$ cat config.mk
export PLATFORM = sky130hd
export DESIGN_NAME = operand_aligner
export DESIGN_NICKNAME = d
export VERILOG_FILES = /design/src/rtl/operand_aligner.sv
export SDC_FILE = /design/constraint.sdc
export NUM_CORES = 1
export LEC_CHECK = 0
export CORE_MARGIN = 8
export CORE_UTILIZATION = 54
export CTS_BUF_LIST = sky130_fd_sc_hd__clkbuf_4 sky130_fd_sc_hd__clkbuf_8
export CTS_CLUSTER_DIAMETER = 60
export DETAILED_ROUTE_END_ITERATION = 6
export GPL_TIMING_DRIVEN = 0
export HOLD_SLACK_MARGIN = 0.15
export PLACE_DENSITY_LB_ADDON = 0.08
export SYNTH_ARGS = -nofsm -noshare
export SYNTH_HDL_FRONTEND = slang
export SYNTH_SLANG_ARGS = --single-unit
$ cat constraint.sdc
create_clock -name clk -period 6.1 [get_ports clk]
set_input_delay 1.22 -clock clk [delete_from_list [all_inputs] [get_ports clk]]
set_output_delay 1.22 -clock clk [all_outputs]
set_load 0.01 [all_outputs]
$ cat src/rtl/operand_aligner.sv
// Float add/sub front end: unpacks two operands, orders them by magnitude and
// aligns the smaller mantissa to the larger exponent. Define ALIGN_BARREL_EN for a single-cycle barrel shift.
module operand_aligner #(
   parameter int EXP_SIZE    = 8,
   parameter int MANTIS_SIZE = 23,
   localparam int W  = 1 + EXP_SIZE + MANTIS_SIZE,
   localparam int MW = MANTIS_SIZE + 3
) (
   input  logic                clk,
   input  logic                rst,
   input  logic                in_valid,
   output logic                in_ready,
   input  logic [W-1:0]        a_in,
   input  logic [W-1:0]        b_in,
   input  logic                operator_in,
   output logic                out_valid,
   input  logic                out_ready,
   output logic                sign_out,
   output logic                operator_out,
   output logic [EXP_SIZE-1:0] exp_out,
   output logic [MW-1:0]       mantis_big_out,
   output logic [MW-1:0]       mantis_small_out,
   output logic                loss
);

   typedef enum logic [1:0] {IDLE, SHIFT, DONE} state_t;

   state_t state_q, state_d;
   logic                sign_q, sign_d, op_q, op_d, loss_q, loss_d;
   logic [EXP_SIZE-1:0] exp_q, exp_d;
   logic [MW-1:0]       big_q, big_d, small_q, small_d;
`ifndef ALIGN_BARREL_EN
   localparam int CW = $clog2(MW);
   logic [CW-1:0]       count_q, count_d;
`endif

   logic                   sa, sb, a_big, sat;
   logic [EXP_SIZE-1:0]    ea, eb, e_big, e_small, ee_big, ee_small, diff;
   logic [MANTIS_SIZE-1:0] fa, fb, f_big, f_small;
   logic [MW-1:0]          m_big, m_small;

   always_comb begin
      sa = a_in[W-1];
      sb = b_in[W-1];
      ea = a_in[W-2 -: EXP_SIZE];
      eb = b_in[W-2 -: EXP_SIZE];
      fa = a_in[MANTIS_SIZE-1:0];
      fb = b_in[MANTIS_SIZE-1:0];
      a_big   = {ea, fa} >= {eb, fb};
      e_big   = a_big ? ea : eb;
      e_small = a_big ? eb : ea;
      f_big   = a_big ? fa : fb;
      f_small = a_big ? fb : fa;
      m_big   = {1'b0, |e_big,   f_big,   1'b0};
      m_small = {1'b0, |e_small, f_small, 1'b0};
      // Denormals share the scale of exponent 1.
      ee_big   = (e_big   == '0) ? EXP_SIZE'(1) : e_big;
      ee_small = (e_small == '0) ? EXP_SIZE'(1) : e_small;
      diff = ee_big - ee_small;
      sat  = 32'(diff) > 32'(MW - 1);
   end

`ifdef ALIGN_BARREL_EN
   logic [MW-1:0] lost_mask;
   assign lost_mask = ~({MW{1'b1}} << diff);
`endif

   always_ff @(posedge clk or posedge rst) begin
      if (rst) begin
         state_q <= IDLE;
         sign_q  <= 1'b0;
         op_q    <= 1'b0;
         loss_q  <= 1'b0;
         exp_q   <= '0;
         big_q   <= '0;
         small_q <= '0;
`ifndef ALIGN_BARREL_EN
         count_q <= '0;
`endif
      end else begin
         state_q <= state_d;
         sign_q  <= sign_d;
         op_q    <= op_d;
         loss_q  <= loss_d;
         exp_q   <= exp_d;
         big_q   <= big_d;
         small_q <= small_d;
`ifndef ALIGN_BARREL_EN
         count_q <= count_d;
`endif
      end
   end

   always_comb begin
      state_d = state_q;
      sign_d  = sign_q;
      op_d    = op_q;
      loss_d  = loss_q;
      exp_d   = exp_q;
      big_d   = big_q;
      small_d = small_q;
`ifndef ALIGN_BARREL_EN
      count_d = count_q;
`endif
      case (state_q)
         IDLE: if (in_valid) begin
            sign_d  = a_big ? sa : sb;
            op_d    = operator_in ^ sa ^ sb;
            exp_d   = e_big;
            big_d   = m_big;
            loss_d  = 1'b0;
            state_d = DONE;
            if (sat) begin
               small_d = '0;
               loss_d  = |m_small;
            end else begin
`ifdef ALIGN_BARREL_EN
               small_d = m_small >> diff;
               loss_d  = |(m_small & lost_mask);
`else
               small_d = m_small;
               count_d = diff[CW-1:0];
               if (diff != '0) state_d = SHIFT;
`endif
            end
         end
`ifndef ALIGN_BARREL_EN
         SHIFT: begin
            small_d = small_q >> 1;
            loss_d  = loss_q | small_q[0];
            count_d = count_q - CW'(1);
            if (count_q == CW'(1)) state_d = DONE;
         end
`endif
         DONE: if (out_ready) state_d = IDLE;
         default: state_d = IDLE;
      endcase
   end

   always_comb begin
      in_ready         = (state_q == IDLE);
      out_valid        = (state_q == DONE);
      sign_out         = sign_q;
      operator_out     = op_q;
      exp_out          = exp_q;
      mantis_big_out   = big_q;
      mantis_small_out = small_q;
      loss             = loss_q;
   end

endmodule

==> flow_summary_export.csv, run 1 <==
group,metric,value,unit
die,fp.dieW,110,µm
logic_synthesis,syn-mean-instance-area,9.19,µm²
logic_synthesis,synth_top_area_frac,0.348,
clock_tree,clkSinkCount,67,
worst_setup_path,cpMostUsedCell,"ha_1",
logic_synthesis,netlist_area,4810,µm²
power_and_ir_drop,p_leak,3.07,nW
min_path,hold_class,"flop to flop",
power_and_ir_drop,vdd_drop_max,224,µV
worst_setup_path,cp.arrival,6080,ps
die,dieArea,12200,µm²
timing,fin_hold_ws,485,ps
clock_tree,clockRootBuffer,"clkbuf_8",
global_route,grt.overflow.total,0,
timing,finalClockSkew,14.9,ps
final_layout,final_cell_mix,"clkdlybuf4s50_1, dfrtp_1, mux2i_1",
die,core,8680,µm²
logic_synthesis,synth.distinct_cells,53,
run_status,status,"complete, no violations",
clock_tree,clk_latency,360,ps
final_layout,multi_input_comb_area,2780,µm²
final_layout,layout_commonest_cell,"clkdlybuf4s50_1",
global_route,grt_pass1_wl,25000,µm
logic_synthesis,ys_seq_area_frac,0.348,
placement,port_buffers,130,
timing,finalMaxSlewViolations,0,
global_route,groute.usage.overall,0.250,
timing,slew_headroom,0.433,
logic_synthesis,synth_edf_count,0,
clock_tree,cts_buffers,9,
logic_synthesis,synth-warning-count,0,
worst_setup_path,cp_max_fo,10,
placement,gp_routability_congestion,0.950,
die,die_h,110,µm
timing,final.min_clock_period,5810,ps
power_and_ir_drop,power,2.30,mW
final_layout,area_growth,34.5,%
worst_setup_path,crit_path_max_incr_delay,540,ps
logic_synthesis,ys_top_cells_by_area,"dfrtp_1, mux2i_1, ha_1",
final_layout,nets,778,
die,initial_core_util,0.555,
clock_tree,cts_tree,"yes",
worst_setup_path,cp.buffers_inverters,5,
timing,tns,0,ps
worst_setup_path,cp-end-kind,"flop",
timing,max_freq,0.172,GHz
detailed_routing,viasPerCell,5.90,
die,rows,34,
global_route,grt_start_max_net_pins,68,
detailed_routing,drc,0,
clock_tree,clock_path_buffers,2,
detailed_routing,dr.pass1.iters,5,
placement,dp_hpwl,12200,µm
die,io_pins,134,
final_layout,nFillCells,673,
global_route,antenna_found_initial,0,
worst_setup_path,critPathLaunchType,"input port",
detailed_routing,drt_wl_total,15500,µm
worst_setup_path,worstSetupPathType,"input port to flop",
clock_tree,cts_max_level,3,
detailed_routing,drt_iter0_markers,254,
detailed_routing,ant_nets,0,
detailed_routing,vias,4607,
worst_setup_path,critPathTopFamily,"compound AO/OA/AOI/OAI gates",
timing,finalCritPeriodShare,0.953,
logic_synthesis,async_flop_share,1.00,
detailed_routing,wire_per_inst,19.9,µm
logic_synthesis,syn_inst,524,
clock_tree,clk_pin_slew_worst_paths,80,ps
final_layout,seq_area,1680,µm²
timing,tightest_slew,851,ps
power_and_ir_drop,power_density,355,nW/µm²
final_layout,antenna_cells,0,
worst_setup_path,cp.required,6370,ps
logic_synthesis,synth_ff_type,"dfrtp_1",
job,cap_violations,0,
timing,setup_viol,0,
logic_synthesis,synth-seq-cells,67,
worst_setup_path,crit_path_cell_trace,"clkdlybuf4s50_1 -> inv_1 -> ha_1 -> a21oi_1 -> nor2_1 -> a2111oi_1 -> o21ai_0 -> a211oi_2 -> buf_6 -> buf_12 -> mux2_2 -> ha_1 -> fa_1 -> nor2b_1 -> o22ai_2 -> xnor2_1 -> a31oi_1 -> nand4bb_1 -> buf_2 -> mux2_1 -> mux2i_1",
worst_setup_path,slowest_stage,"clkdlybuf4s50_1",
timing,rsz0062_at_grt,"no",
final_layout,layout-drive-gt1-share,0.0728,
global_route,grt_pass1_vias,4762,
logic_synthesis,synth_area_leader_cell,"dfrtp_1",
timing,hold_viol_final,0,
-- power by group --
part / internal [mW] / leakage, nW / total [mW] / switching [mW]
clock network: 0.196 / 0.102 / 0.400 / 0.204
logic: 0.585 / 2.12 / 1.15 / 0.563
registers: 0.624 / 0.848 / 0.751 / 0.127
-- final timing paths --
path,from,to,slack [ps],cells after the start
hold reg to reg,mantis_big_out[10]$_DFFE_PP0P_,mantis_big_out[10]$_DFFE_PP0P_,490,2
setup reg to reg,state_q[0]$_DFFE_PP0P_,mantis_big_out[8]$_DFFE_PP0P_,3620,7
setup / recovery,b_in[24],count_q[1]$_DFFE_PP0P_,290,21
min in group asynchronous,rst,count_q[4]$_DFFE_PP0P_,1430,2
max in group asynchronous,rst,mantis_big_out[14]$_DFFE_PP0P_,4120,2
hold / removal,mantis_big_out[10]$_DFFE_PP0P_,mantis_big_out[10]$_DFFE_PP0P_,490,2
-- final cells by class --
cell class / instances / area share
Sequential cell: 67 / 0.259
Clock inverter: 7 / 0.0129
Multi-Input combinational cell: 391 / 0.429
Buffer: 30 / 0.0348
Inverter: 38 / 0.0224
Clock buffer: 9 / 0.0191
Timing Repair Buffer: 131 / 0.202
Tap cell: 108 / 0.0209
-- cell usage after synthesis, types with 2 or more instances --
library cell	n
nor2b_1	4
nor2_1	26
o21ai_0	9
o221a_2	2
a21oi_1	46
buf_8	3
xor2_1	3
a31oi_1	2
mux2i_1	63
inv_1	38
o21ai_1	39
nand3_1	8
o22ai_1	13
nand2_1	46
dfrtp_1	67
mux2_2	11
nor3_1	5
clkbuf_1	17
buf_6	2
nor4_1	19
buf_12	3
xnor2_1	4
nand2b_1	3
nand4_1	8
buf_4	3
and3_1	12
buf_2	2
ha_1	40
o21a_1	2
-- registers in the layout (all words and copies together), names as in the netlist --
| register | count |
|---|---|
| count_q | 5 |
| exp_out | 8 |
| loss | 1 |
| mantis_big_out | 24 |
| mantis_small_out | 25 |
| operator_out | 1 |
| sign_out | 1 |
| state_q | 2 |
-- cells by family (layout without fill, tap and decap cells) --
| logic type | count (synthesis) | after routing | share of synthesized area |
|---|---|---|---|
| mux | 75 | 75 | 0.159 |
| compound gates | 126 | 126 | 0.150 |
| buf+inv | 68 | 215 | 0.0762 |
| flops | 67 | 67 | 0.348 |
| xor+xnor | 7 | 7 | 0.0127 |
| simple gates | 139 | 139 | 0.145 |
| other cells | 1 | 3 | 0.000779 |
| fa+ha+maj | 41 | 41 | 0.108 |
-- through the flow --
stage / std cells / cell area [µm²] / setup slack [ps] / utilization
3_5_place_dp: 764 / 6260 / -275 / 0.721
4_1_cts: 780 / 6470 / 53.5 / 0.745
2_1_floorplan: 526 / 4820 / 937 / -
3_3_place_gp: 764 / 6260 / -262 / 0.721
6_report: 781 / 6480 / 286 / 0.746
5_1_grt: 781 / 6480 / 39.1 / 0.746
-- routing by layer --
layer / share of wire / routed length [µm] / track usage
met5: 0 / 0 / 0
met3: 0.071 / 1100 / 0.0617
met1: 0.40 / 6250 / 0.300
met2: 0.50 / 7770 / 0.427
met4: 0.027 / 423 / 0.0811
-- worst min-delay path: stages, from the launching register on --
cell and delay (ps):
dfrtp_1 350, nand2_1 50, o21ai_1 60
-- timing repair --
| item | CTS | global route |
|---|---|---|
| resized for setup | 0 | 2 |
| hold endpoints to repair | 0 | 0 |
| setup buffers | 0 | 1 |
| hold buffers | 0 | 0 |
| setup endpoints to repair | 0 | 21 |
Power figures use the tool's default switching activity.
==> run 2: changes to the inputs <==
- CORE_MARGIN: 8 -> unset
- CTS_CLUSTER_SIZE: unset -> 20
- PLACE_DENSITY: unset -> 0.9
- PLACE_DENSITY_LB_ADDON: 0.08 -> unset
==> flow_summary_export.csv, run 2 (synthesis gave the netlist of run 1 again) <==
group,metric,value,unit
global_route,grt_start_max_net_pins,68,
final_layout,layout-drive-gt1-share,0.0773,
clock_tree,clkSinkCount,67,
power_and_ir_drop,pwr-share-seq,0.326,
run_status,status,"complete, no violations",
placement,port_buffers,130,
detailed_routing,viasPerCell,6.22,
detailed_routing,dr.pass1.iters,6,
worst_setup_path,cp.arrival,6080,ps
die,dieArea,9290,µm²
power_and_ir_drop,pwr-share-clk,0.176,
clock_tree,cts_tree,"yes",
clock_tree,clk_pin_slew_worst_paths,90,ps
die,die_h,96.4,µm
detailed_routing,drt_iter0_markers,344,
worst_setup_path,cp.buffers_inverters,6,
timing,finalClockSkew,11.9,ps
final_layout,multi_input_comb_area,2790,µm²
clock_tree,cts_max_level,3,
final_layout,nets,778,
die,fp.dieW,96.4,µm
detailed_routing,wire_per_inst,19.6,µm
power_and_ir_drop,combinationalPowerShare,0.498,
final_layout,nFillCells,609,
timing,fin_hold_ws,498,ps
job,cap_violations,0,
worst_setup_path,worstSetupPathType,"input port to flop",
min_path,hold_class,"flop to flop",
clock_tree,holdBufCountCts,0,
power_and_ir_drop,switching_share,0.392,
final_layout,seq_area,1680,µm²
global_route,grt_pass1_wl,23200,µm
power_and_ir_drop,power_density,357,nW/µm²
detailed_routing,drc,0,
power_and_ir_drop,vdd_drop_max,184,µV
timing,slew_headroom,0.432,
timing,rsz0062_at_grt,"no",
final_layout,area_growth,34.8,%
clock_tree,clock_path_buffers,2,
global_route,grt_pass1_vias,4862,
final_layout,largest_reg_flops,25,
timing,hold_viol_final,0,
timing,final.min_clock_period,5810,ps
global_route,groute.usage.overall,0.337,
timing,tns,0,ps
final_layout,layout_commonest_cell,"clkdlybuf4s50_1",
detailed_routing,dr_wl_met3,1400,µm
final_layout,finalNonFillerCells,781,
final_layout,stdcell_area,6490,µm²
timing,finalMaxSlewViolations,0,
worst_setup_path,cp.required,6360,ps
worst_setup_path,cp_max_fo,10,
timing,tightest_slew,852,ps
global_route,grt.overflow.total,0,
power_and_ir_drop,p_leak,3.09,nW
final_layout,antenna_cells,0,
detailed_routing,highest_layer,"met4",
clock_tree,clk_latency,380,ps
placement,dp_hpwl,11500,µm
placement,place_area,6260,µm²
worst_setup_path,slowest_stage,"clkdlybuf4s50_1",
worst_setup_path,critPathLaunchType,"input port",
power_and_ir_drop,p_switching,909,µW
detailed_routing,vias,4856,
detailed_routing,dr_wl_met2,7310,µm
detailed_routing,met1Wirelength,5860,µm
clock_tree,clockRootBuffer,"clkbuf_8",
placement,gp_routability_congestion,0.908,
power_and_ir_drop,p_int,1.41,mW
worst_setup_path,critPathTopFamily,"compound AO/OA/AOI/OAI gates",
clock_tree,cts_buffers,9,
die,rows,34,
timing,setup_viol,0,
final_layout,final_cell_mix,"clkdlybuf4s50_1, dfrtp_1, mux2i_1",
die,core,8680,µm²
worst_setup_path,crit_path_max_incr_delay,570,ps
timing,finalCritPeriodShare,0.953,
worst_setup_path,cp-end-kind,"flop",
die,initial_core_util,0.555,
detailed_routing,drt_wl_total,15300,µm
die,io_pins,134,
power_and_ir_drop,power,2.32,mW
placement,dp.cells,764,
global_route,antenna_found_initial,0,
detailed_routing,ant_nets,0,
worst_setup_path,crit_path_cell_trace,"clkdlybuf4s50_1 -> inv_1 -> ha_1 -> a21oi_1 -> nor2_1 -> a2111oi_2 -> o21ai_0 -> a211oi_2 -> buf_6 -> buf_12 -> mux2_2 -> ha_1 -> fa_1 -> nor2b_2 -> o22ai_2 -> xnor2_2 -> a31oi_1 -> nand4bb_1 -> buf_2 -> buf_6 -> a311o_1",
timing,max_freq,0.172,GHz
[run 2: path summary, 6_finish.rpt]
path                                                 from                         endpoint  slack [ps]  cells past startpoint
hold reg to reg            mantis_big_out[13]$_DFFE_PP0P_   mantis_big_out[13]$_DFFE_PP0P_         500                      2
max in group asynchronous                             rst    mantis_big_out[8]$_DFFE_PP0P_        4170                      2
setup reg to reg                   state_q[0]$_DFFE_PP0P_   mantis_big_out[19]$_DFFE_PP0P_        3710                      7
hold / removal             mantis_big_out[13]$_DFFE_PP0P_   mantis_big_out[13]$_DFFE_PP0P_         500                      2
setup / recovery                                 b_in[24]           count_q[0]$_DFFE_PP0P_         290                     21
min in group asynchronous                             rst  mantis_small_out[1]$_DFFE_PP0P_        1370                      2
[run 2: power groups by stage]
stage,clock network (mW),registers (mW),logic [mW]
floorplan,0,0.808,0.514
detailed placement,0,0.758,1.13
global route,0.423,0.775,1.25
global placement,0,0.751,1.09
CTS,0.402,0.752,1.14
finish,0.408,0.756,1.15
[run 2: final cells by class]
type,instances,area share
buffer,30,0.0347
clock buffer,9,0.0191
clock inverter,7,0.0125
inverter,38,0.0224
multi-input combinational,391,0.430
sequential,67,0.258
tap,108,0.0208
timing repair buffer,131,0.202
[run 2: routing by layer]
metal | vias up | global-route usage
met3 | 67 | 0.0603
met1 | 2300 | 0.405
met2 | 316 | 0.563
met5 | - | 0
li1 | 2173 | -
met4 | 0 | 0.203
[run 2: timing repair]
| action | in CTS | in global routing |
|---|---|---|
| buffers inserted | 0 | 1 |
| setup endpoints to repair | 0 | 29 |
| resized for setup | 0 | 5 |
[run 2: metrics by stage]
step                 util  worst slack, ps
global route        0.748             70.7
floorplan               -              937
finish              0.748              287
CTS                 0.745             30.6
global placement    0.721             -247
detailed placement  0.721             -319
[run 2: tightest hold or removal path, stage by stage, from the launching register on]
cell,delay [ps]
dfrtp_1,350
nand2_1,50
o21ai_1,60
